<file path="config.mk">
export PLATFORM = sky130hd
export DESIGN_NAME = wb_arbiter_flat
export DESIGN_NICKNAME = d
export VERILOG_FILES = /design/src/rtl/wb_arbiter_if.sv /design/src/rtl/wb_arbiter.sv /design/src/flat_wrapper.sv
export SDC_FILE = /design/constraint.sdc
export NUM_CORES = 1
export LEC_CHECK = 0
export BUFFER_PORTS_ARGS = -buffer_cell sky130_fd_sc_hd__buf_2
export CAP_MARGIN = 10
export CORE_MARGIN = 2
export CORE_UTILIZATION = 36
export CTS_CLUSTER_SIZE = 12
export DETAILED_ROUTE_END_ITERATION = 8
export PLACE_DENSITY = 0.62
export SYNTH_ARGS = -nofsm -noshare
export SYNTH_HDL_FRONTEND = slang
export SYNTH_SLANG_ARGS = --single-unit
</file>
<file path="constraint.sdc">
create_clock -name clk -period 7.44 [get_ports clk]
set_clock_uncertainty 0.05 [all_clocks]
set_input_delay 1.488 -clock clk [delete_from_list [all_inputs] [get_ports clk]]
set_output_delay 1.488 -clock clk [all_outputs]
set_load 0.02 [all_outputs]
</file>
<file path="src/rtl/wb_arbiter_if.sv">
// Bus bundle for the GPR write-side arbiter: pipeline writeback, long-latency results,
// register-file write port and the interlock/stall outputs.
interface wb_arbiter_if;
   logic        pipe_wen;
   logic [4:0]  pipe_waddr;
   logic [31:0] pipe_wdata;
   logic        lu_valid;
   logic        lu_ready;
   logic [4:0]  lu_waddr;
   logic [31:0] lu_wdata;
   logic        rf_write_en;
   logic [4:0]  rf_write_addr;
   logic [31:0] rf_write_data;
   logic [31:0] pending_mask;
   logic        stall_req;

   modport master (
      output pipe_wen, pipe_waddr, pipe_wdata, lu_valid, lu_waddr, lu_wdata,
      input  lu_ready, rf_write_en, rf_write_addr, rf_write_data, pending_mask, stall_req
   );

   modport slave (
      input  pipe_wen, pipe_waddr, pipe_wdata, lu_valid, lu_waddr, lu_wdata,
      output lu_ready, rf_write_en, rf_write_addr, rf_write_data, pending_mask, stall_req
   );
endinterface

</file>
<file path="src/rtl/wb_arbiter.sv">
// Merges pipeline writeback and buffered long-latency results onto the single GPR write port,
// with a pending-register mask for decode interlock and a starvation stall request.
module wb_arbiter #(
   parameter int DEPTH        = 4,
   parameter int STARVE_LIMIT = 8
) (
   input logic         clk,
   input logic         rst,
   wb_arbiter_if.slave bus
);
   localparam int PTR_W = $clog2(DEPTH);
   localparam int CNT_W = $clog2(DEPTH + 1);
   localparam int STV_W = $clog2(STARVE_LIMIT + 1);
   localparam logic [CNT_W-1:0] FULL_COUNT = CNT_W'(DEPTH);
   localparam logic [STV_W-1:0] STARVE_MAX = STV_W'(STARVE_LIMIT);

   logic [4:0]       addr_q [DEPTH];
   logic [31:0]      data_q [DEPTH];
   logic [DEPTH-1:0] valid_q;
   logic [PTR_W-1:0] rd_ptr;
   logic [PTR_W-1:0] wr_ptr;
   logic [CNT_W-1:0] count;
   logic [CNT_W-1:0] count_next;
   logic [STV_W-1:0] starve;
   logic [STV_W-1:0] starve_next;

   logic        full;
   logic        empty;
   logic        pipe_win;
   logic        pop;
   logic        push;
   logic        rf_en;
   logic [4:0]  rf_addr;
   logic [31:0] rf_data;
   logic        stall;
   logic [31:0] pending;

   // Accept decisions use registered count only, so a full FIFO refuses even while popping.
   assign full     = (count == FULL_COUNT);
   assign empty    = (count == '0);
   assign pipe_win = bus.pipe_wen && (bus.pipe_waddr != 5'd0);
   assign pop      = !pipe_win && !empty;
   assign push     = bus.lu_valid && !full && (bus.lu_waddr != 5'd0);

   assign bus.lu_ready      = !full;
   assign bus.rf_write_en   = rf_en;
   assign bus.rf_write_addr = rf_addr;
   assign bus.rf_write_data = rf_data;
   assign bus.stall_req     = stall;
   assign bus.pending_mask  = pending;

   always_comb begin
      count_next = count;
      if (push && !pop) begin
         count_next = count + CNT_W'(1);
      end else if (pop && !push) begin
         count_next = count - CNT_W'(1);
      end
   end

   always_comb begin
      starve_next = starve;
      if (pop || empty) begin
         starve_next = '0;
      end else if (pipe_win && (starve != STARVE_MAX)) begin
         starve_next = starve + STV_W'(1);
      end
   end

   always_comb begin
      pending = '0;
      for (int i = 0; i < DEPTH; i++) begin
         if (valid_q[i]) begin
            pending[addr_q[i]] = 1'b1;
         end
      end
   end

   always_ff @(posedge clk) begin
      if (push) begin
         addr_q[wr_ptr] <= bus.lu_waddr;
         data_q[wr_ptr] <= bus.lu_wdata;
      end
   end

   always_ff @(posedge clk or posedge rst) begin
      if (rst) begin
         valid_q <= '0;
         rd_ptr  <= '0;
         wr_ptr  <= '0;
         count   <= '0;
         starve  <= '0;
         stall   <= 1'b0;
      end else begin
         if (pop) begin
            valid_q[rd_ptr] <= 1'b0;
            rd_ptr          <= rd_ptr + PTR_W'(1);
         end
         if (push) begin
            valid_q[wr_ptr] <= 1'b1;
            wr_ptr          <= wr_ptr + PTR_W'(1);
         end
         count  <= count_next;
         starve <= starve_next;
         stall  <= (starve_next == STARVE_MAX) || (count_next == FULL_COUNT);
      end
   end

   // Idle cycles leave address/data untouched; only the enable drops.
   always_ff @(posedge clk or posedge rst) begin
      if (rst) begin
         rf_en   <= 1'b0;
         rf_addr <= '0;
         rf_data <= '0;
      end else if (pipe_win) begin
         rf_en   <= 1'b1;
         rf_addr <= bus.pipe_waddr;
         rf_data <= bus.pipe_wdata;
      end else if (pop) begin
         rf_en   <= 1'b1;
         rf_addr <= addr_q[rd_ptr];
         rf_data <= data_q[rd_ptr];
      end else begin
         rf_en <= 1'b0;
      end
   end
endmodule

</file>
<file path="src/flat_wrapper.sv">
// flat-port wrapper written by rule: the top's interface ports become plain ports
module wb_arbiter_flat 
#(
   parameter int DEPTH        = 4,
   parameter int STARVE_LIMIT = 8
)
  (clk, rst, bus_pipe_wen, bus_pipe_waddr, bus_pipe_wdata, bus_lu_valid, bus_lu_waddr, bus_lu_wdata, bus_lu_ready, bus_rf_write_en, bus_rf_write_addr, bus_rf_write_data, bus_pending_mask, bus_stall_req);
  wb_arbiter_if bus_i ();
  input logic clk;
  input logic rst;
  input wire logic [$bits(bus_i.pipe_wen)-1:0] bus_pipe_wen;
  input wire logic [$bits(bus_i.pipe_waddr)-1:0] bus_pipe_waddr;
  input wire logic [$bits(bus_i.pipe_wdata)-1:0] bus_pipe_wdata;
  input wire logic [$bits(bus_i.lu_valid)-1:0] bus_lu_valid;
  input wire logic [$bits(bus_i.lu_waddr)-1:0] bus_lu_waddr;
  input wire logic [$bits(bus_i.lu_wdata)-1:0] bus_lu_wdata;
  output wire logic [$bits(bus_i.lu_ready)-1:0] bus_lu_ready;
  output wire logic [$bits(bus_i.rf_write_en)-1:0] bus_rf_write_en;
  output wire logic [$bits(bus_i.rf_write_addr)-1:0] bus_rf_write_addr;
  output wire logic [$bits(bus_i.rf_write_data)-1:0] bus_rf_write_data;
  output wire logic [$bits(bus_i.pending_mask)-1:0] bus_pending_mask;
  output wire logic [$bits(bus_i.stall_req)-1:0] bus_stall_req;
  assign bus_i.pipe_wen = bus_pipe_wen;
  assign bus_i.pipe_waddr = bus_pipe_waddr;
  assign bus_i.pipe_wdata = bus_pipe_wdata;
  assign bus_i.lu_valid = bus_lu_valid;
  assign bus_i.lu_waddr = bus_lu_waddr;
  assign bus_i.lu_wdata = bus_lu_wdata;
  assign bus_lu_ready = bus_i.lu_ready;
  assign bus_rf_write_en = bus_i.rf_write_en;
  assign bus_rf_write_addr = bus_i.rf_write_addr;
  assign bus_rf_write_data = bus_i.rf_write_data;
  assign bus_pending_mask = bus_i.pending_mask;
  assign bus_stall_req = bus_i.stall_req;
  wb_arbiter #(.DEPTH(DEPTH), .STARVE_LIMIT(STARVE_LIMIT)) u_core (.clk(clk), .rst(rst), .bus(bus_i));
endmodule
</file>
# Yosys cells after proc, flatten, opt, wreduce, memory -nomap -nowiden
# Memories as Yosys holds them, arrays and structs flattened.
# Index checks and enable logic that the tools add are counted.
# word_totals
in_bits,78
mem_bits_rw,148
ff_bits,54
n_memories,2
latchBits,0
romBits,0
out_inout_bits,72
word_cells,92
# classes
n_lt_le_gt_ge,12
reduce_logical,24
bitwise_logic,6
multipliers,0
mux,30
n_eq_ne,4
n_div,0
n_shift,0
addsub,5
# memory_table
memory,words,width,rd,rd_clocked_by_memory_dff,wr,line_no,rtl
u_core.data_q,4,32,1,0,1,wb_arbiter.sv:18,logic [31:0] data_q [DEPTH];
u_core.addr_q,4,5,5,0,1,wb_arbiter.sv:17,logic [4:0] addr_q [DEPTH];
# op_table
operator,count
$mux W32,6
$or A32 B32 Y32,3
$lt A5 B6 Y1 const B,4
$demux W1 S5,4
$ge A5 B1 Y1 const B,4
$mux W4,4
$logic_and A1 B1 Y1,13
$mux W1,10
$mux W5,2
$reduce_bool A5 Y1,2
$eq A3 B3 Y1 const B,2
$lt A2 B3 Y1 const B,2
$mux W3,2
$logic_not A1 Y1,5
$add A2 B1 Y2 const B,2
$add A4 B1 Y4 const B,1
$and A4 B4 Y4,1
$demux W1 S2,2
$eq A4 B4 Y1 const B,1
$ge A2 B1 Y1 const B,2
$ne A4 B4 Y1 const B,1
$not A4 Y4,1
$or A4 B4 Y4,1
$add A3 B1 Y3 const B,1
other kinds (4),5

# Longest topological paths before layout
# Gate-level depths: netlist of run 1.
# depth
ltp_word,11
depth_mapped,8
depth_no_buf,8

# Least setup slack after synthesis of run 1
# Ideal clock, no wire load.
# synth_path
kind,input-to-reg
from,input bus_lu_waddr[1]
to,"memory u_core.addr_q[0][0], enable pin"
t_required_ns,6.991
stages,4
arrival_ns,3.042
path_buffers,1
setup_time_ns,0.399
setup_slack_ns,3.949
path_cell_list,or3_1 > o311a_1 > clkbuf_1 > and2_1
# synth_between
elab_chain_cells,4
# synth_lines
element,line_no,rtl
start: declaration,flat_wrapper.sv:15,input wire logic [$bits(bus_i.lu_waddr)-1:0] bus_lu_waddr;
$reduce_bool A5 Y1,wb_arbiter.sv:43,assign push = bus.lu_valid && !full && (bus.lu_waddr != 5'd0);
$logic_and A1 B1 Y1,wb_arbiter.sv:43,
$mux W1,wb_arbiter.sv:80,if (push) begin
$mux W1 (not written as such),wb_arbiter.sv:81,addr_q[wr_ptr] <= bus.lu_waddr;
end: declaration,wb_arbiter.sv:17,
# Every way passes these cells.

==> results.tsv, run 1 <==
metric	value	unit
worstHoldEndpoint	u_core.bus.rf_write_data[23]	
start_kind	register	
finalHoldViolations	0	
cp_slowest_stage_delay	0.83	ns
grt_max_degree	68	
irDropWorstVdd	146	uV
cts_made_buffers	22	
grt_pass1_vias	6153	
async_flop_share	26.7	%
synth_edf_count	148	
p_sw_share	34.0	%
die_h	162	um
ys.flop_type	edfxtp_1	
die-width	162	um
fill_cells	2237	
area_growth_syn_to_layout	19.2	%
finalSetupViolCount	0	
coreArea	0.0245	mm2
cts_tree	done	
cts_resized	0	
syn_inst	657	
worst_slew_margin_rel	27.7	%
pwr-share-comb	31.3	%
post-dp-hpwl	13800	um
ant_nets	0	
crit_path_end_kind	primary output	
cts_max_path_buffers	3	
netlist_area	0.00903	mm2
cts_root_buffer	clkbuf_16	
cp_data_arrival_time	2.31	ns
p_seq_share	43.3	%
rsz0062_at_grt	false	
cp_cell_sequence	nor3b_1 -> a22oi_1 -> o221ai_1 -> buf_2	
preCtsSetupSlack	3.53	ns
cellInternalPower	2.58	mW
worst-r2r-setup-slack	4.62	ns
drtPass1Iterations	5	
maxCapViolCount	0	
reg2reg_depth	5	
crit_type	register to primary output	
crit_fanout	9	
synthDistinctLibCells	50	
antenna_found_initial	5	
holdCritStartpoint	u_core.bus.rf_write_data[23]	
slowest_stage	nor3b_1	
cts.htree.levels	1	
hold_path_class	register to register	
start_util	36.9	%
drive_gt1_share	30.3	%
p_sw	1.33	mW
drtIter0Drc	421	
via_per_inst	5.30	
clk_pin_slew	0.06	ns
power.share.clock	25.5	%
grt_pass1_wl	34000	um
r2r_start	u_core.count[0]	
cts_hold_buf	0	
drt-wirelength-per-cell	19.1	um
worst_slack	3.59	ns
postCtsSetupBuffers	0	
r2r_end	u_core.data_q[3][28]	
overflow	0	
max_freq	0.260	GHz
p_leak	4.07	nW
drc	0	
routed_wl	21700	um
nets	889	
gp_congestion	0.870	
rows	57	
status	completed	
period_needed	3.85	ns
port-buffer-count	149	
required	5.90	ns
grtUsageTotal	16.6	%
cts_sinks	202	
totalNegativeSetupSlack	0	ns
synth-seq-cells	202	
worstMarginPinSlew	1.08	ns
syn_nets	748	
dieArea	0.0264	mm2
worst_path_dominant_cell_family	simple AND/OR/NAND/NOR gates	
slew_violations	0	
timing.critical_path.buf_inv	1	
synth.avg_cell_area	13.7	um2
num_io_pins	150	
ys_seq_area_share	64.2	%
vias	6039	
final_common_cell	buf_2	
fin_crit_sh	51.7	%
layout_common_cells	buf_2, edfxtp_1, nand2_1, nor2_1, dfrtp_1	
whs_path_depth	2	
clock_latency	0.52	ns
p_per_area	364	mW/mm2
yosys_warnings	0	
==> power by group through the flow <==
stage | Sequential (mW) | Combinational (mW) | Clock [mW]
after floorplan | 1.72 | 0.826 | 0
after global placement | 1.71 | 1.23 | 0
after global routing | 1.73 | 1.35 | 1.07
after detailed placement | 1.72 | 1.25 | 0
after CTS | 1.70 | 1.25 | 1.02
final | 1.69 | 1.22 | 0.996
==> sequential cells by signal, indices dropped and copies added (netlist names), 2 cells and up <==
register,flops
u_core.starve,4
u_core.rd_ptr,2
u_core.count,3
u_core.valid_q,4
u_core.bus.rf_write_data,32
u_core.bus.rf_write_addr,5
u_core.wr_ptr,2
u_core.data_q,128
u_core.addr_q,20
==> Yosys cell counts, types with 12 or more instances <==
library cell  instances  area share, %
o221ai_1             12            1.2
edfxtp_1            148             49
inv_1                14           0.58
a221o_1              13            1.4
a31oi_1              33            2.3
clkbuf_1             25            1.0
nor2_1               55            2.3
dfrtp_1              54             15
ha_1                 13            1.8
mux4_2               37            9.2
nand2_1              98            4.1
o22ai_1              16            1.1
==> through the flow <==
stage | total power, mW | hold WS, ns | util [%] | area (um2) | instances
after detailed placement | 2.97 | 0.478 | 41.2 | 10100 | 1097
after CTS | 3.98 | 0.486 | 44.0 | 10800 | 1136
after floorplan | 2.55 | 0.459 | - | 9030 | 657
after global placement | 2.94 | 0.473 | 41.2 | 10100 | 1097
after global routing | 4.16 | 0.499 | 44.0 | 10800 | 1138
final | 3.91 | 0.479 | 44.0 | 10800 | 1139
==> layer usage <==
| metal | vias up | routed length (um) | share of wire [%] | track usage, % |
|---|---|---|---|---|
| li1 | 2813 | - | - | - |
| met1 | 2985 | 9230 | 42 | 22.3 |
| met2 | 195 | 10700 | 49 | 27.3 |
| met3 | 42 | 1370 | 6.3 | 3.64 |
| met4 | 4 | 449 | 2.1 | 4.95 |
| met5 | - | 20 | 0.092 | 0 |
==> tightest hold or removal path: stages, from the launching register on <==
cell and delay, ns:
dfrtp_1 0.37, nand2_1 0.06, a31oi_1 0.07
==> final cells by class <==
cell class | instances | area, um2 | area share [%]
diodes | 2 | 5.00 | 0.0465
clock buffers | 32 | 608 | 5.65
clock inverters | 7 | 57.6 | 0.535
inverters | 14 | 52.6 | 0.488
multi-input cells | 404 | 3060 | 28.4
flip-flops and latches | 202 | 5800 | 53.9
well taps | 324 | 405 | 3.77
repair buffers | 154 | 781 | 7.25
==> worst max-delay path by stage <==
stage,from,endpoint,depth (start not counted)
finish,u_core.addr_q[2][1],bus_pending_mask[16],4
global route,u_core.addr_q[2][1],bus_pending_mask[8],4
CTS,u_core.addr_q[1][0],bus_pending_mask[24],5
detailed placement,bus_pipe_waddr[1],u_core.bus.stall_req,8
global placement,bus_pipe_waddr[1],u_core.bus.stall_req,8
floorplan,bus_lu_waddr[1],u_core.addr_q[0][0],4
==> cells by family after synthesis <==
family	synth area share [%]
muxes	9.91
buffers and inverters	2.26
xor gates and xnor gates	0.679
and+or+nand+nor	11.4
DFF	64.2
AOI/OAI and AO/OA	9.80
adders and majority gates	1.80
Power figures use the tool's default switching activity.
==> run 2: changes to the inputs <==
--- a/config.mk
+++ b/config.mk
@@ -5,13 +5,14 @@
 export SDC_FILE = /design/constraint.sdc
 export NUM_CORES = 1
 export LEC_CHECK = 0
+export ABC_AREA = 1
 export BUFFER_PORTS_ARGS = -buffer_cell sky130_fd_sc_hd__buf_2
 export CAP_MARGIN = 10
 export CORE_MARGIN = 2
 export CORE_UTILIZATION = 36
 export CTS_CLUSTER_SIZE = 12
 export DETAILED_ROUTE_END_ITERATION = 8
-export PLACE_DENSITY = 0.62
+export PLACE_DENSITY = 0.64
 export SYNTH_ARGS = -nofsm -noshare
 export SYNTH_HDL_FRONTEND = slang
 export SYNTH_SLANG_ARGS = --single-unit
==> constraint.sdc (replaced) <==
create_clock -name clk -period 3.45 [get_ports clk]
set_clock_uncertainty 0.05 [all_clocks]
set_input_delay 0.69 -clock clk [delete_from_list [all_inputs] [get_ports clk]]
set_output_delay 0.69 -clock clk [all_outputs]
set_load 0.02 [all_outputs]
==> run 2 against run 1 <==
Final area is 2.2% higher; combinational power grew to 2.6 times the previous value; cell count rose by 17%; highest routed layer unchanged.
==> results.tsv, run 2 <==
metric	value	unit	change
layout_common_cells	buf_2, edfxtp_1, nor2_1, o21ai_0, nand2_1		was buf_2, edfxtp_1, nand2_1, nor2_1, dfrtp_1
port-buffer-count	149		unchanged
cp_slowest_stage_delay	0.77	ns	was 0.83 ns
cts_root_buffer	clkbuf_16		unchanged
slew_violations	0		unchanged
power	9.00	mW	was 3.91 mW
overflow	0		unchanged
clk_pin_slew	0.06	ns	about the same
crit_path_end_kind	primary output		unchanged
synthTopCellsByCount	edfxtp_1, nor2_1, o21ai_0		was edfxtp_1, nand2_1, nor2_1
antenna_found_initial	3		was 5
ys.flop_type	edfxtp_1		unchanged
design_area	0.0110	mm2	was 0.0108 mm2
syn_nets	919		was 748
slowest_stage	nor3_1		was nor3b_1
rsz0062_at_grt	false		unchanged
cts_sinks	202		unchanged
synth_edf_count	148		unchanged
worst_slew_margin_rel	37.3	%	was 27.7%
hold_path_class	input port to asynchronous set/reset pin		was register to register
cts_tree	done		unchanged
postCtsSetupBuffers	0		unchanged
largest_register	u_core.data_q		unchanged
dieArea	0.0268	mm2	was 0.0264 mm2
syn_inst	828		was 657
num_io_pins	150		unchanged
cp_cell_sequence	inv_1 -> nor3_1 -> a22oi_1 -> o221ai_1 -> buf_2		was nor3b_1 -> a22oi_1 -> o221ai_1 -> buf_2
crit_fanout	8		was 9
dpl_cell_area	0.0103	mm2	was 0.0101 mm2
irDropWorstVdd	399	uV	was 146 uV
drtIter0Drc	771		was 421
vias	7105		was 6039
ant_nets	0		unchanged
preCtsSetupSlack	0.772	ns	was 3.53 ns
drtPass1Iterations	5		unchanged
synth_top_area_share	48.5	%	was 49.2%
fin_cells	1329		was 1139
required	2.71	ns	was 5.90 ns
grt_pass1_vias	6966		was 6153
cts_made_buffers	23		was 22
fin_crit_sh	87.5	%	
largest_register_ffs	128		unchanged
place_inst	1286		was 1097
drt-wirelength-per-cell	18.0	um	was 19.1 um
synth_area_leader_cell	edfxtp_1		unchanged
clock_latency	0.50	ns	was 0.52 ns
worst_path_dominant_cell_family	simple AND/OR/NAND/NOR gates		unchanged
fin_util	43.8	%	was 44.0%
totalNegativeSetupSlack	0	ns	unchanged
grt_max_degree	86		was 68
worst_slack	0.432	ns	was 3.59 ns
whs	0.158	ns	was 0.479 ns
cts_resized	0		unchanged
grtUsageTotal	17.8	%	was 16.6%
status	completed		unchanged
yosys_warnings	0		unchanged
cts_hold_buf	0		unchanged
grt_pass1_wl	37300	um	was 34000 um
p_per_area	818	mW/mm2	was 364 mW/mm2
timing.critical_path.buf_inv	2		was 1
netlist_area	0.00917	mm2	was 0.00903 mm2
die-width	164	um	was 162 um
synth-seq-cells	202		unchanged
synthDistinctLibCells	39		was 50
cts.htree.levels	1		unchanged
start_util	36.5	%	was 36.9%
max_freq	0.331	GHz	
gp_congestion	0.965		was 0.870
finalSetupViolCount	0		unchanged
cp_data_arrival_time	2.28	ns	was 2.31 ns
via_per_inst	5.35		was 5.30
p_leak	4.34	nW	was 4.07 nW
nets	1072		was 889
finalHoldViolations	0		unchanged
worstMarginPinSlew	0.933	ns	was 1.08 ns
drive_gt1_share	23.2	%	was 30.3%
period_needed	3.02	ns	
die_h	164	um	was 162 um
synth_most_common_cell	edfxtp_1		unchanged
final_common_cell	buf_2		unchanged
rows	58		was 57
cts_max_path_buffers	3		unchanged
post-dp-hpwl	15800	um	was 13800 um
area_growth_syn_to_layout	20.0	%	was 19.2%
coreArea	0.0251	mm2	was 0.0245 mm2
async_flop_share	26.7	%	unchanged
start_kind	register		unchanged
routed_wl	23900	um	was 21700 um
synth.avg_cell_area	11.1	um2	was 13.7 um2
maxCapViolCount	0		unchanged
crit_type	register to primary output		unchanged
netlist_top_cells_area	edfxtp_1, dfrtp_1, o21ai_0, nor2_1, nand2_1		was edfxtp_1, dfrtp_1, mux4_2, nand2_1, a31oi_1
ys_seq_area_share	63.2	%	was 64.2%
drc	0		unchanged
[run 2: final timing paths]
path | from | end | slack (ns) | cells past startpoint
min in group clk | bus_lu_wdata[0] | u_core.data_q[2][0] | 0.36 | 1
hold reg to reg | u_core.bus.rf_write_addr[0] | u_core.bus.rf_write_addr[0] | 0.46 | 2
hold / removal | rst | u_core.bus.rf_write_data[20] | 0.16 | 2
setup / recovery | u_core.addr_q[1][1] | bus_pending_mask[3] | 0.43 | 5
max in group asynchronous | rst | u_core.rd_ptr[0] | 2.25 | 3
setup reg to reg | u_core.count[0] | u_core.data_q[1][16] | 1.11 | 7
[run 2: kinds of logic after synthesis]
group | synth area share (%)
simple gates | 13.4
compound gates | 16.3
flops | 63.2
buf+inv | 4.79
fa+ha+maj | 1.77
xor+xnor | 0.573
[run 2: area by class of cell]
type / instances / area [um2]
repair buffers: 167 / 893
diodes: 1 / 2.50
inverters: 51 / 204
multi-input cells: 536 / 2960
flip-flops and latches: 202 / 5800
well taps: 330 / 413
fillers: 2434 / 14100
clock inverters: 8 / 71.3
clock buffers: 34 / 657
[run 2: routing by layer]
| layer | up-vias | GRT usage [%] | part of all wire [%] |
|---|---|---|---|
| met5 | - | 0 | 0.11 |
| met3 | 54 | 3.94 | 8.2 |
| met1 | 3387 | 23.0 | 42 |
| li1 | 3347 | - | - |
| met4 | 4 | 5.78 | 2.6 |
| met2 | 313 | 29.6 | 47 |
[run 2: where the power goes]
group | switching [mW] | total, mW | internal (mW)
clock network | 0.916 | 2.31 | 1.39
registers | 0.278 | 3.54 | 3.27
logic | 2.19 | 3.15 | 0.953
